$ cat src/rtl/load_store_unit_if.sv
// Request/response handshake and DataMemory bus of the load/store unit.
// Signal names follow the execute-stage and DataMemory port names.
interface load_store_unit_if;
  logic        req_valid;
  logic        req_ready;
  logic        req_store;
  logic [2:0]  req_funct3;
  logic [31:0] req_addr;
  logic [31:0] req_wdata;
  logic        rsp_valid;
  logic [31:0] rsp_rdata;
  logic [1:0]  rsp_err;
  logic        MemReadEn;
  logic        MemWriteEn;
  logic [31:0] AddressBus;
  logic [31:0] DataMemoryInput;
  logic [31:0] DataMemoryOutput;

  // Handshake: a request transfers on a posedge where req_valid and req_ready are both
  // high; req_* are ignored whenever req_ready is low. rsp_valid is a single-cycle pulse
  // that cannot be back-pressured; rsp_rdata/rsp_err stay stable until the next pulse.
  modport master (
    output req_valid, req_store, req_funct3, req_addr, req_wdata, DataMemoryOutput,
    input  req_ready, rsp_valid, rsp_rdata, rsp_err,
    input  MemReadEn, MemWriteEn, AddressBus, DataMemoryInput
  );

  modport slave (
    input  req_valid, req_store, req_funct3, req_addr, req_wdata, DataMemoryOutput,
    output req_ready, rsp_valid, rsp_rdata, rsp_err,
    output MemReadEn, MemWriteEn, AddressBus, DataMemoryInput
  );
endinterface

$ cat src/rtl/load_store_unit.sv
// RV32I load/store unit: word-aligned DataMemory accesses, lane extraction/extension
// on loads, read-modify-write for SB/SH, and error flagging before any memory access.
module load_store_unit #(
  parameter int MEM_BITS = 10
) (
  input  logic             clock,
  input  logic             reset,
  load_store_unit_if.slave bus,
  output logic [2:0]       dbg_state
);

  typedef enum logic [2:0] {
    S_IDLE   = 3'd0,
    S_RD     = 3'd1,
    S_RMW_RD = 3'd2,
    S_RMW_WR = 3'd3,
    S_WR     = 3'd4,
    S_RESP   = 3'd5
  } state_e;

  localparam logic [1:0] ERR_OK       = 2'b00;
  localparam logic [1:0] ERR_MISALIGN = 2'b01;
  localparam logic [1:0] ERR_FUNCT3   = 2'b10;
  localparam logic [1:0] ERR_RANGE    = 2'b11;

  state_e      state_q, state_d;
  logic [31:0] addr_q, addr_d;
  logic [2:0]  funct3_q, funct3_d;
  logic [31:0] wdata_q, wdata_d;
  logic [31:0] buf_q, buf_d;
  logic [31:0] rdata_q, rdata_d;
  logic [1:0]  err_q, err_d;

  logic        illegal_f3;
  logic        range_bad;
  logic        misaligned;
  logic [1:0]  accept_err;
  logic [7:0]  lane_byte;
  logic [15:0] lane_half;
  logic [31:0] load_value;
  logic [31:0] merge_word;

  // Request checks are evaluated on the live inputs; they only matter in the accept cycle.
  always_comb begin
    illegal_f3 = 1'b0;
    misaligned = 1'b0;
    accept_err = ERR_OK;
    if (bus.req_store) begin
      illegal_f3 = (bus.req_funct3 > 3'b010);
    end else begin
      illegal_f3 = (bus.req_funct3 == 3'b011) || (bus.req_funct3[2:1] == 2'b11);
    end
    range_bad = |bus.req_addr[31:MEM_BITS];
    case (bus.req_funct3[1:0])
      2'b01:   misaligned = bus.req_addr[0];
      2'b10:   misaligned = |bus.req_addr[1:0];
      default: misaligned = 1'b0;
    endcase
    if (illegal_f3) begin
      accept_err = ERR_FUNCT3;
    end else if (range_bad) begin
      accept_err = ERR_RANGE;
    end else if (misaligned) begin
      accept_err = ERR_MISALIGN;
    end
  end

  // Little-endian lane selection and extension of the word returned in RD.
  always_comb begin
    lane_byte  = 8'h00;
    load_value = 32'h0000_0000;
    case (addr_q[1:0])
      2'd0:    lane_byte = bus.DataMemoryOutput[7:0];
      2'd1:    lane_byte = bus.DataMemoryOutput[15:8];
      2'd2:    lane_byte = bus.DataMemoryOutput[23:16];
      default: lane_byte = bus.DataMemoryOutput[31:24];
    endcase
    lane_half = addr_q[1] ? bus.DataMemoryOutput[31:16] : bus.DataMemoryOutput[15:0];
    case (funct3_q)
      3'b000:  load_value = {{24{lane_byte[7]}}, lane_byte};
      3'b001:  load_value = {{16{lane_half[15]}}, lane_half};
      3'b010:  load_value = bus.DataMemoryOutput;
      3'b100:  load_value = {24'h00_0000, lane_byte};
      3'b101:  load_value = {16'h0000, lane_half};
      default: load_value = 32'h0000_0000;
    endcase
  end

  // The old word sits in buf_q; only the addressed byte or half is replaced.
  always_comb begin
    merge_word = buf_q;
    if (funct3_q[1:0] == 2'b00) begin
      case (addr_q[1:0])
        2'd0:    merge_word[7:0]   = wdata_q[7:0];
        2'd1:    merge_word[15:8]  = wdata_q[7:0];
        2'd2:    merge_word[23:16] = wdata_q[7:0];
        default: merge_word[31:24] = wdata_q[7:0];
      endcase
    end else if (addr_q[1]) begin
      merge_word[31:16] = wdata_q[15:0];
    end else begin
      merge_word[15:0] = wdata_q[15:0];
    end
  end

  always_comb begin
    state_d             = state_q;
    addr_d              = addr_q;
    funct3_d            = funct3_q;
    wdata_d             = wdata_q;
    buf_d               = buf_q;
    rdata_d             = rdata_q;
    err_d               = err_q;
    bus.req_ready       = 1'b0;
    bus.rsp_valid       = 1'b0;
    bus.MemReadEn       = 1'b0;
    bus.MemWriteEn      = 1'b0;
    bus.DataMemoryInput = 32'h0000_0000;

    case (state_q)
      S_IDLE: begin
        bus.req_ready = 1'b1;
        if (bus.req_valid) begin
          addr_d   = bus.req_addr;
          funct3_d = bus.req_funct3;
          wdata_d  = bus.req_wdata;
          buf_d    = 32'h0000_0000;
          if (accept_err != ERR_OK) begin
            err_d   = accept_err;
            rdata_d = 32'h0000_0000;
            state_d = S_RESP;
          end else if (!bus.req_store) begin
            state_d = S_RD;
          end else if (bus.req_funct3[1:0] == 2'b10) begin
            state_d = S_WR;
          end else begin
            state_d = S_RMW_RD;
          end
        end
      end
      S_RD: begin
        bus.MemReadEn = 1'b1;
        rdata_d       = load_value;
        err_d         = ERR_OK;
        state_d       = S_RESP;
      end
      S_RMW_RD: begin
        bus.MemReadEn = 1'b1;
        buf_d         = bus.DataMemoryOutput;
        state_d       = S_RMW_WR;
      end
      S_RMW_WR: begin
        bus.MemWriteEn      = 1'b1;
        bus.DataMemoryInput = merge_word;
        rdata_d             = 32'h0000_0000;
        err_d               = ERR_OK;
        state_d             = S_RESP;
      end
      S_WR: begin
        bus.MemWriteEn      = 1'b1;
        bus.DataMemoryInput = wdata_q;
        rdata_d             = 32'h0000_0000;
        err_d               = ERR_OK;
        state_d             = S_RESP;
      end
      S_RESP: begin
        bus.rsp_valid = 1'b1;
        state_d       = S_IDLE;
      end
      default: state_d = S_IDLE;
    endcase
  end

  always_ff @(posedge clock or posedge reset) begin
    if (reset) begin
      state_q  <= S_IDLE;
      addr_q   <= 32'h0000_0000;
      funct3_q <= 3'b000;
      wdata_q  <= 32'h0000_0000;
      buf_q    <= 32'h0000_0000;
      rdata_q  <= 32'h0000_0000;
      err_q    <= ERR_OK;
    end else begin
      state_q  <= state_d;
      addr_q   <= addr_d;
      funct3_q <= funct3_d;
      wdata_q  <= wdata_d;
      buf_q    <= buf_d;
      rdata_q  <= rdata_d;
      err_q    <= err_d;
    end
  end

  assign bus.rsp_rdata  = rdata_q;
  assign bus.rsp_err    = err_q;
  assign bus.AddressBus = {addr_q[31:2], 2'b00};
  assign dbg_state      = state_q;

endmodule

$ cat src/flat_wrapper.sv
// flat-port wrapper written by rule: the top's interface ports become plain ports
module load_store_unit_flat 
#(
  parameter int MEM_BITS = 10
)
  (clock, reset, dbg_state, bus_req_valid, bus_req_store, bus_req_funct3, bus_req_addr, bus_req_wdata, bus_DataMemoryOutput, bus_req_ready, bus_rsp_valid, bus_rsp_rdata, bus_rsp_err, bus_MemReadEn, bus_MemWriteEn, bus_AddressBus, bus_DataMemoryInput);
  load_store_unit_if bus_i ();
  input  logic clock;
  input  logic reset;
  output logic [2:0] dbg_state;
  input wire logic [$bits(bus_i.req_valid)-1:0] bus_req_valid;
  input wire logic [$bits(bus_i.req_store)-1:0] bus_req_store;
  input wire logic [$bits(bus_i.req_funct3)-1:0] bus_req_funct3;
  input wire logic [$bits(bus_i.req_addr)-1:0] bus_req_addr;
  input wire logic [$bits(bus_i.req_wdata)-1:0] bus_req_wdata;
  input wire logic [$bits(bus_i.DataMemoryOutput)-1:0] bus_DataMemoryOutput;
  output wire logic [$bits(bus_i.req_ready)-1:0] bus_req_ready;
  output wire logic [$bits(bus_i.rsp_valid)-1:0] bus_rsp_valid;
  output wire logic [$bits(bus_i.rsp_rdata)-1:0] bus_rsp_rdata;
  output wire logic [$bits(bus_i.rsp_err)-1:0] bus_rsp_err;
  output wire logic [$bits(bus_i.MemReadEn)-1:0] bus_MemReadEn;
  output wire logic [$bits(bus_i.MemWriteEn)-1:0] bus_MemWriteEn;
  output wire logic [$bits(bus_i.AddressBus)-1:0] bus_AddressBus;
  output wire logic [$bits(bus_i.DataMemoryInput)-1:0] bus_DataMemoryInput;
  assign bus_i.req_valid = bus_req_valid;
  assign bus_i.req_store = bus_req_store;
  assign bus_i.req_funct3 = bus_req_funct3;
  assign bus_i.req_addr = bus_req_addr;
  assign bus_i.req_wdata = bus_req_wdata;
  assign bus_i.DataMemoryOutput = bus_DataMemoryOutput;
  assign bus_req_ready = bus_i.req_ready;
  assign bus_rsp_valid = bus_i.rsp_valid;
  assign bus_rsp_rdata = bus_i.rsp_rdata;
  assign bus_rsp_err = bus_i.rsp_err;
  assign bus_MemReadEn = bus_i.MemReadEn;
  assign bus_MemWriteEn = bus_i.MemWriteEn;
  assign bus_AddressBus = bus_i.AddressBus;
  assign bus_DataMemoryInput = bus_i.DataMemoryInput;
  load_store_unit #(.MEM_BITS(MEM_BITS)) u_core (.clock(clock), .reset(reset), .bus(bus_i), .dbg_state(dbg_state));
endmodule
$ cat config.mk
export PLATFORM = sky130hd
export DESIGN_NAME = load_store_unit_flat
export DESIGN_NICKNAME = d
export VERILOG_FILES = /design/src/rtl/load_store_unit_if.sv /design/src/rtl/load_store_unit.sv /design/src/flat_wrapper.sv
export SDC_FILE = /design/constraint.sdc
export NUM_CORES = 1
export LEC_CHECK = 0
export CAP_MARGIN = 20
export CELL_PAD_IN_SITES_DETAIL_PLACEMENT = 1
export CELL_PAD_IN_SITES_GLOBAL_PLACEMENT = 1
export CORE_MARGIN = 5
export CORE_UTILIZATION = 52
export CTS_BUF_LIST = sky130_fd_sc_hd__clkbuf_16
export DETAILED_ROUTE_END_ITERATION = 7
export DONT_BUFFER_PORTS = 1
export PLACE_DENSITY = 0.87
export SLEW_MARGIN = 20
export SYNTH_ARGS = -nofsm -noshare
export SYNTH_HDL_FRONTEND = slang
export SYNTH_SLANG_ARGS = --single-unit
$ cat constraint.sdc
create_clock -name clock -period 6.25 [get_ports clock]
set_clock_uncertainty 0.2 [all_clocks]
set_input_delay 0.625 -clock clock [delete_from_list [all_inputs] [get_ports clock]]
set_output_delay 0.625 -clock clock [all_outputs]
set_load 0.005 [all_outputs]
==> summary.md, run 1 <==
| Metric | Value |
|---|---|
| Status | `completed` |
| Syn-to-layout area delta | `6.468%` |
| Die ar. | `15730 um^2` |
| Register area share after synthesis | `49.14%` |
| Initial Utilization | `52.71%` |
| Die W | `125.4 um` |
| Drt drc | `0` |
| Non-Filler Instances | `784` |
| Global-route wire length before repair | `33060 um` |
| Initial antenna violation count | `0` |
| Post-route clock period utilization | `59.28%` |
| Switching power | `1.570 mW` |
| Clk Latency, worst-skew pair | `0.42 ns` |
| Pint | `2.479 mW` |
| Vias in the first global route | `5464` |
| VDD IR max | `0.0002662 V` |
| Register bit total from synthesis | `136` |
| Vert. Die Dim | `125.4 um` |
| WHS | `0.08853 ns` |
| FF+latch area | `3403 um^2` |
| Post-route cell area | `7373 um^2` |
| Mapped Cells | `645` |
| Avg Inst Size Synth | `10.74 um^2` |
| FMAX | `269.9 MHz` |
| Grt ovf | `0` |
| CP Class | `reg2out` |
| I/O pins | `around 210` |
| CTS H-tree depth | `4` |
| Ys async rst share | `100.0%` |
| Crit. End Element | `primary output` |
| Synth Flop Type | `dfrtp_1` |
| Top cell type's share of synthesized area | `49.14%` |
| Pin count of the biggest net entering global routing | `76` |
| Multi-input logic area | `3017 um^2` |
| CTS tree | `built` |
| Finished Core Util | `a little under three fifths` |
| Number of hold buffers added after CTS | `1` |
| FP Rows | `42` |
| Routed len/inst | `between 20 and 30 um` |
| Part of the power in combinational logic | `33.7%` |
| Main area contributors after synthesis | `dfrtp_1 49%, mux2_2 11%, nand2_1 5.1%` |
| Final worst slack | `2.545 ns` |
| Number of synthesized flops with an enable pin | `0` |
| # Post-CTS Setup Buffers | `0` |
| RSZ-0062 raised after global routing | `false` |
| TritonRoute pass-1 iters | `7` |
| Clk buf depth | `2` |
| Hold Vio Cnt, Final | `0` |
| Tightest Hold Check Type | `in2reg` |
| Dpl cell area | `6740 um^2` |
| Post_cts resized | `0` |
| Share of cells above drive strength 1 | `21.38%` |
| Tot GR Track Use | `around 27%` |
| FILL cells | `1411` |
| Slew HR | `32.23%` |
| Leakage | `slightly above 3 nW` |
| Total Power | `4.049 mW` |
| Pwr/cell area | `549.1 nW/um^2` |
| Post-Route WL | `21100 um` |
| Seq pwr share | `40.7%` |
| Worst-path clk slew | `0.06 ns` |
| CP Max Fanout | `18` |
| Setup Total Neg Slack | `0 ns` |
| Yosys warning count | `0` |
| Routability cong. | `0.8172` |
| Port bufs | `0` |
| Sw Share | `38.78%` |
| Setup slack at placement | `around 3.0 ns` |
| Cell count after placement | `751` |
| Final nets | `701` |
| Critical Path AT | `2.88 ns` |
| Diode count | `0` |
| Core area | `between 10000 and 15000 um^2` |
| Max_cap viols | `0` |
| Fin crit period | `3.705 ns` |
| CP Launch Type | `flop` |
| Final slew viol count | `0` |
| Post-DP HPWL | `roughly 15000 um` |
| Synth cell types | `between 50 and 60` |
| CTS buffer count | `17` |
| Mapped cell area | `6925 um^2` |
| Antenna-violating nets left | `0` |
| # setup viols final | `0` |
| Worst-margin pin slew | `1.017 ns` |
| Vias | `5176` |
| Largest area contributor in the netlist | `dfrtp_1` |
| Clock share of power | `25.6%` |
| Clock Sinks | `136` |
| DR iter-0 viols | `581` |
| Worst Path Required | `approximately 5.4 ns` |
| Root buf cell | `clkbuf_16` |
| DR vias/cell | `6.602` |
## path summary, 6_finish.rpt
path	slack, ns	startpoint	to	cells past startpoint
min reg2reg	0.31	u_core.wdata_q[21]$_DFFE_PP0P_	u_core.wdata_q[21]$_DFFE_PP0P_	1
min in group asynchronous	0.61	reset	u_core.wdata_q[16]$_DFFE_PP0P_	2
max reg2reg	3.24	u_core.addr_q[1]$_DFFE_PP0P_	u_core.bus.rsp_rdata[11]$_DFFE_PP0P_	5
min	0.09	bus_req_store	u_core.dbg_state[0]$_DFFE_PP0P_	1
max	2.55	u_core.dbg_state[0]$_DFFE_PP0P_	bus_DataMemoryInput[0]	4
max in group asynchronous	3.97	reset	u_core.bus.rsp_rdata[25]$_DFFE_PP0P_	3
## flip-flops by register name, indices dropped and copies added, names as in the netlist
name                  flops
u_core.addr_q            32
u_core.buf_q             32
u_core.bus.rsp_err        2
u_core.bus.rsp_rdata     32
u_core.dbg_state          3
u_core.funct3_q           3
u_core.wdata_q           32
## final cells by class
| class | count | share of cell area [%] |
|---|---|---|
| Tap cell | 176 | 2.987 |
| Clock buffer | 17 | 5.770 |
| Sequential cell | 136 | 46.16 |
| Inverter | 14 | 0.7806 |
| Multi-Input combinational cell | 419 | 40.91 |
| Clock inverter | 15 | 2.596 |
| Timing Repair Buffer | 7 | 0.7976 |
## cells in the mapped netlist (all sizes together) (5+ instances only)
cell type	n
dfrtp	136
nand2	94
mux2	65
o21ai	57
buf	55
a21oi	29
nor2	23
o2bb2ai	23
clkbuf	22
a21o	17
inv	14
mux2i	11
a22o	8
mux4	8
o22ai	8
a222oi	7
a22oi	7
a221oi	6
o221ai	6
nand2b	5
nor4	5
## power groups by stage
| stage | Sequential [mW] | Combinational (mW) | Clock [mW] |
|---|---|---|---|
| final | 1.65 | 1.37 | 1.04 |
| after global routing | 1.69 | 1.49 | 1.09 |
| after CTS | 1.65 | 1.36 | 1.05 |
| after detailed placement | 1.65 | 1.33 | 0 |
| after global placement | 1.62 | 1.24 | 0 |
| after floorplan | 1.43 | 1.33 | 0 |
## layer usage
layer / wire length [um] / vias up / global-route usage [%]
met3: 2296 / 33 / 12.03
met5: 0 / - / 0
li1: - / 2194 / -
met4: 395 / 0 / 7.462
met2: 10530 / 271 / 43.91
met1: 7873 / 2678 / 32.25
## critical path, stage by stage, from the launching register on
cell and delay, ns:
dfrtp_1 0.61, nor2b_1 0.31, nand2_1 0.44, nor2_1 0.79, a22o_1 0.30
## cell families after synthesis
family	Yosys count	share of synthesized area, %
AOI/OAI and AO/OA	180	18.12
and+or+nand+nor	149	9.648
DFF	136	49.14
buffers and inverters	91	7.606
muxes	84	14.76
adders and majority gates	3	0.5421
other	1	0.05415
xor gates and xnor gates	1	0.1265
## layout by cell type (no fill, tap or decap), types with 5 or more instances in the layout
cell type,instances
a22oi_1,7
mux2_2,65
inv_1,13
inv_6,6
nor2_1,23
nand2_1,94
o2bb2ai_1,23
dfrtp_1,136
mux4_2,8
nand2b_1,5
a222oi_1,7
o221ai_1,6
a21o_1,13
clkbuf_16,17
a22o_1,8
o21ai_0,56
o22ai_1,8
a221oi_1,6
a21oi_1,29
buf_4,5
mux2i_1,11
Power figures use the tool's default switching activity.
==> inputs of run 2 (changes only) <==
Settings changed: CORE_UTILIZATION 52 to 44, PLACE_DENSITY 0.87 to 0.79.
Clock period 6.25 ns to 3.1 ns, I/O delays scaled along.
==> run 2 against run 1 <==
  * Setup slack got worse by 2.3 ns
  * Critical endpoint is now bus_DataMemoryInput[11]
  * Sequential cell count unchanged
  * Design area is 16% higher
  * Critical path type unchanged
==> summary.md, run 2 (same netlist as run 1, synthesis figures left out) <==
| Metric | Value |
|---|---|
| Post-DP HPWL | `about 16000 um` |
| Slew HR | `31.17%` |
| Initial Utilization | `45.22%` |
| Hold path depth | `3` |
| WP depth | `4` |
| Max_cap viols | `0` |
| Worst path slowest cell | `o21ai_0` |
| Pwr/cell area | `between 900 and 1000 nW/um^2` |
| I/O pins | `208` |
| Fin crit period | `around 2.8 ns` |
| Most common cell after layout, fill and taps aside | `dfrtp_1` |
| Post-Route WL | `24260 um` |
| DR vias/cell | `6.087` |
| CTS buffer count | `17` |
| Tightest Hold Check Type | `in2reg` |
| VDD IR max | `~0.00053 V` |
| Delay-heaviest family, CP | `compound AO/OA/AOI/OAI gates` |
| Post-route clock period utilization | `91.10%` |
| Final worst slack | `~0.28 ns` |
| Clock Sinks | `136` |
| Grt ovf | `0` |
| Clk buf depth | `2` |
| Antenna-violating nets left | `0` |
| Final slew viol count | `0` |
| Syn-to-layout area delta | `23.34%` |
| # Post-CTS Setup Buffers | `0` |
| Vias in the first global route | `6332` |
| Status | `completed` |
| Share of cells above drive strength 1 | `20.14%` |
| CP Launch Type | `flop` |
| Most frequent cells in the layout | `134 x dfrtp_1, 101 x dlygate4sd3_1, 93 x nand2_1` |
| Most frequent CP cell | `o21ai_0` |
| Global-route wire length before repair | `37290 um` |
| Initial antenna violation count | `0` |
| Drt drc | `0` |
| Tot GR Track Use | `a little over a quarter` |
| FF-to-FF setup slack | `0.56 ns` |
| Leakage | `3.631 nW` |
| Final nets | `819` |
| Routability cong. | `between 0.8 and 0.9` |
| CTS tree | `built` |
| Critical Path AT | `2.31 ns` |
| Hold Vio Cnt, Final | `0` |
| Vias | `5697` |
| Worst Path Required | `2.59 ns` |
| Max incr delay on CP | `0.65 ns` |
| TritonRoute pass-1 iters | `7` |
| FP Rows | `45` |
| DR iter-0 viols | `534` |
| Crit path cell chain | `buf_4, o21ai_0, o221ai_1, o21ai_0` |
| Crit path buf inv count | `1` |
| Routed len/inst | `25.91 um` |
| Vert. Die Dim | `between 100 and 150 um` |
| Setup slack at placement | `0.5887 ns` |
| Worst-margin pin slew | `between 1 and 1.5 ns` |
| RSZ-0062 raised after global routing | `false` |
| Worst-path clk slew | `0.06 ns` |
| Port bufs | `0` |
| CP Class | `reg2out` |
| Die W | `135.5 um` |
| Root buf cell | `clkbuf_16` |
| FMAX | `354.1 MHz` |
| CTS H-tree depth | `4` |
| R2R cell count | `5` |
| CP Max Fanout | `8` |
| Die ar. | `around 18000 um^2` |
| Setup Total Neg Slack | `0 ns` |
| Clk Latency, worst-skew pair | `0.42 ns` |
| Diode count | `0` |
| Crit. End Element | `primary output` |
| Pin count of the biggest net entering global routing | `between 100 and 150` |
| # setup viols final | `0` |
| Core area | `15310 um^2` |
-- run 2: report_power, final --
group          leakage [nW]  internal [mW]  switching, mW
combinational          1.61           1.40           1.70
sequential             1.73           2.50          0.789
clock                 0.295           1.24          0.754
total                  3.63           5.14           3.24
-- run 2: final timing paths --
kind	end	start
worst max-delay path	bus_DataMemoryInput[11]	u_core.funct3_q[0]$_DFFE_PP0P_
worst min-delay path	u_core.bus.rsp_rdata[15]$_DFFE_PP0P_	bus_DataMemoryOutput[15]
worst max register to register	u_core.bus.rsp_rdata[25]$_DFFE_PP0P_	u_core.addr_q[0]$_DFFE_PP0P_
worst min register to register	u_core.wdata_q[22]$_DFFE_PP0P_	u_core.wdata_q[22]$_DFFE_PP0P_
max in group asynchronous	u_core.dbg_state[0]$_DFFE_PP0P_	reset
min in group asynchronous	u_core.wdata_q[28]$_DFFE_PP0P_	reset
-- run 2: worst reg2reg max path, stage by stage (launching register included) --
cell       delay, ns
dfrtp_1         0.51
nor2_1          0.30
nor2_1          0.13
a2111oi_4       0.94
a21oi_1         0.14
o2bb2ai_1       0.25
-- run 2: stage by stage --
step / hold slack (ns) / util [%] / std cells / instance area [um^2] / power [mW]
floorplan: 0.2038 / - / 646 / 6933 / 5.569
global placement: 0.2101 / 45.26 / 803 / 6932 / 5.957
detailed placement: 0.2139 / 45.26 / 803 / 6932 / 6.143
CTS: 0.01643 / 55.57 / 935 / 8511 / 8.287
global route: 0.04404 / 55.78 / 936 / 8542 / 8.806
finish: 0.02165 / 55.78 / 936 / 8542 / 8.377
-- run 2: timing repair --
| action | CTS | global route |
|---|---|---|
| endpoints found under the setup margin | 0 | 20 |
| hold endpoints to repair | 169 | 0 |
| hold buffers | 101 | 0 |
| gates resized for setup | 0 | 4 |
-- run 2: routing by layer --
metal | share of wire [%] | track usage [%] | up-vias | wire length (um)
met1 | 36 | 30.42 | 2842 | 8759
met3 | 9.7 | 9.993 | 109 | 2362
li1 | - | - | 2435 | -
met4 | 5.1 | 13.27 | 0 | 1241
met5 | 0 | 0 | - | 0
met2 | 49 | 44.30 | 311 | 11890
-- run 2: cell type report --
class | count | area, um^2
fillers | 1627 | 6773
flip-flops and latches | 136 | 3406
multi-input cells | 419 | 3019
repair buffers | 125 | 1229
clock buffers | 17 | 425.4
well taps | 211 | 264.0
clock inverters | 14 | 142.6
inverters | 14 | 56.30
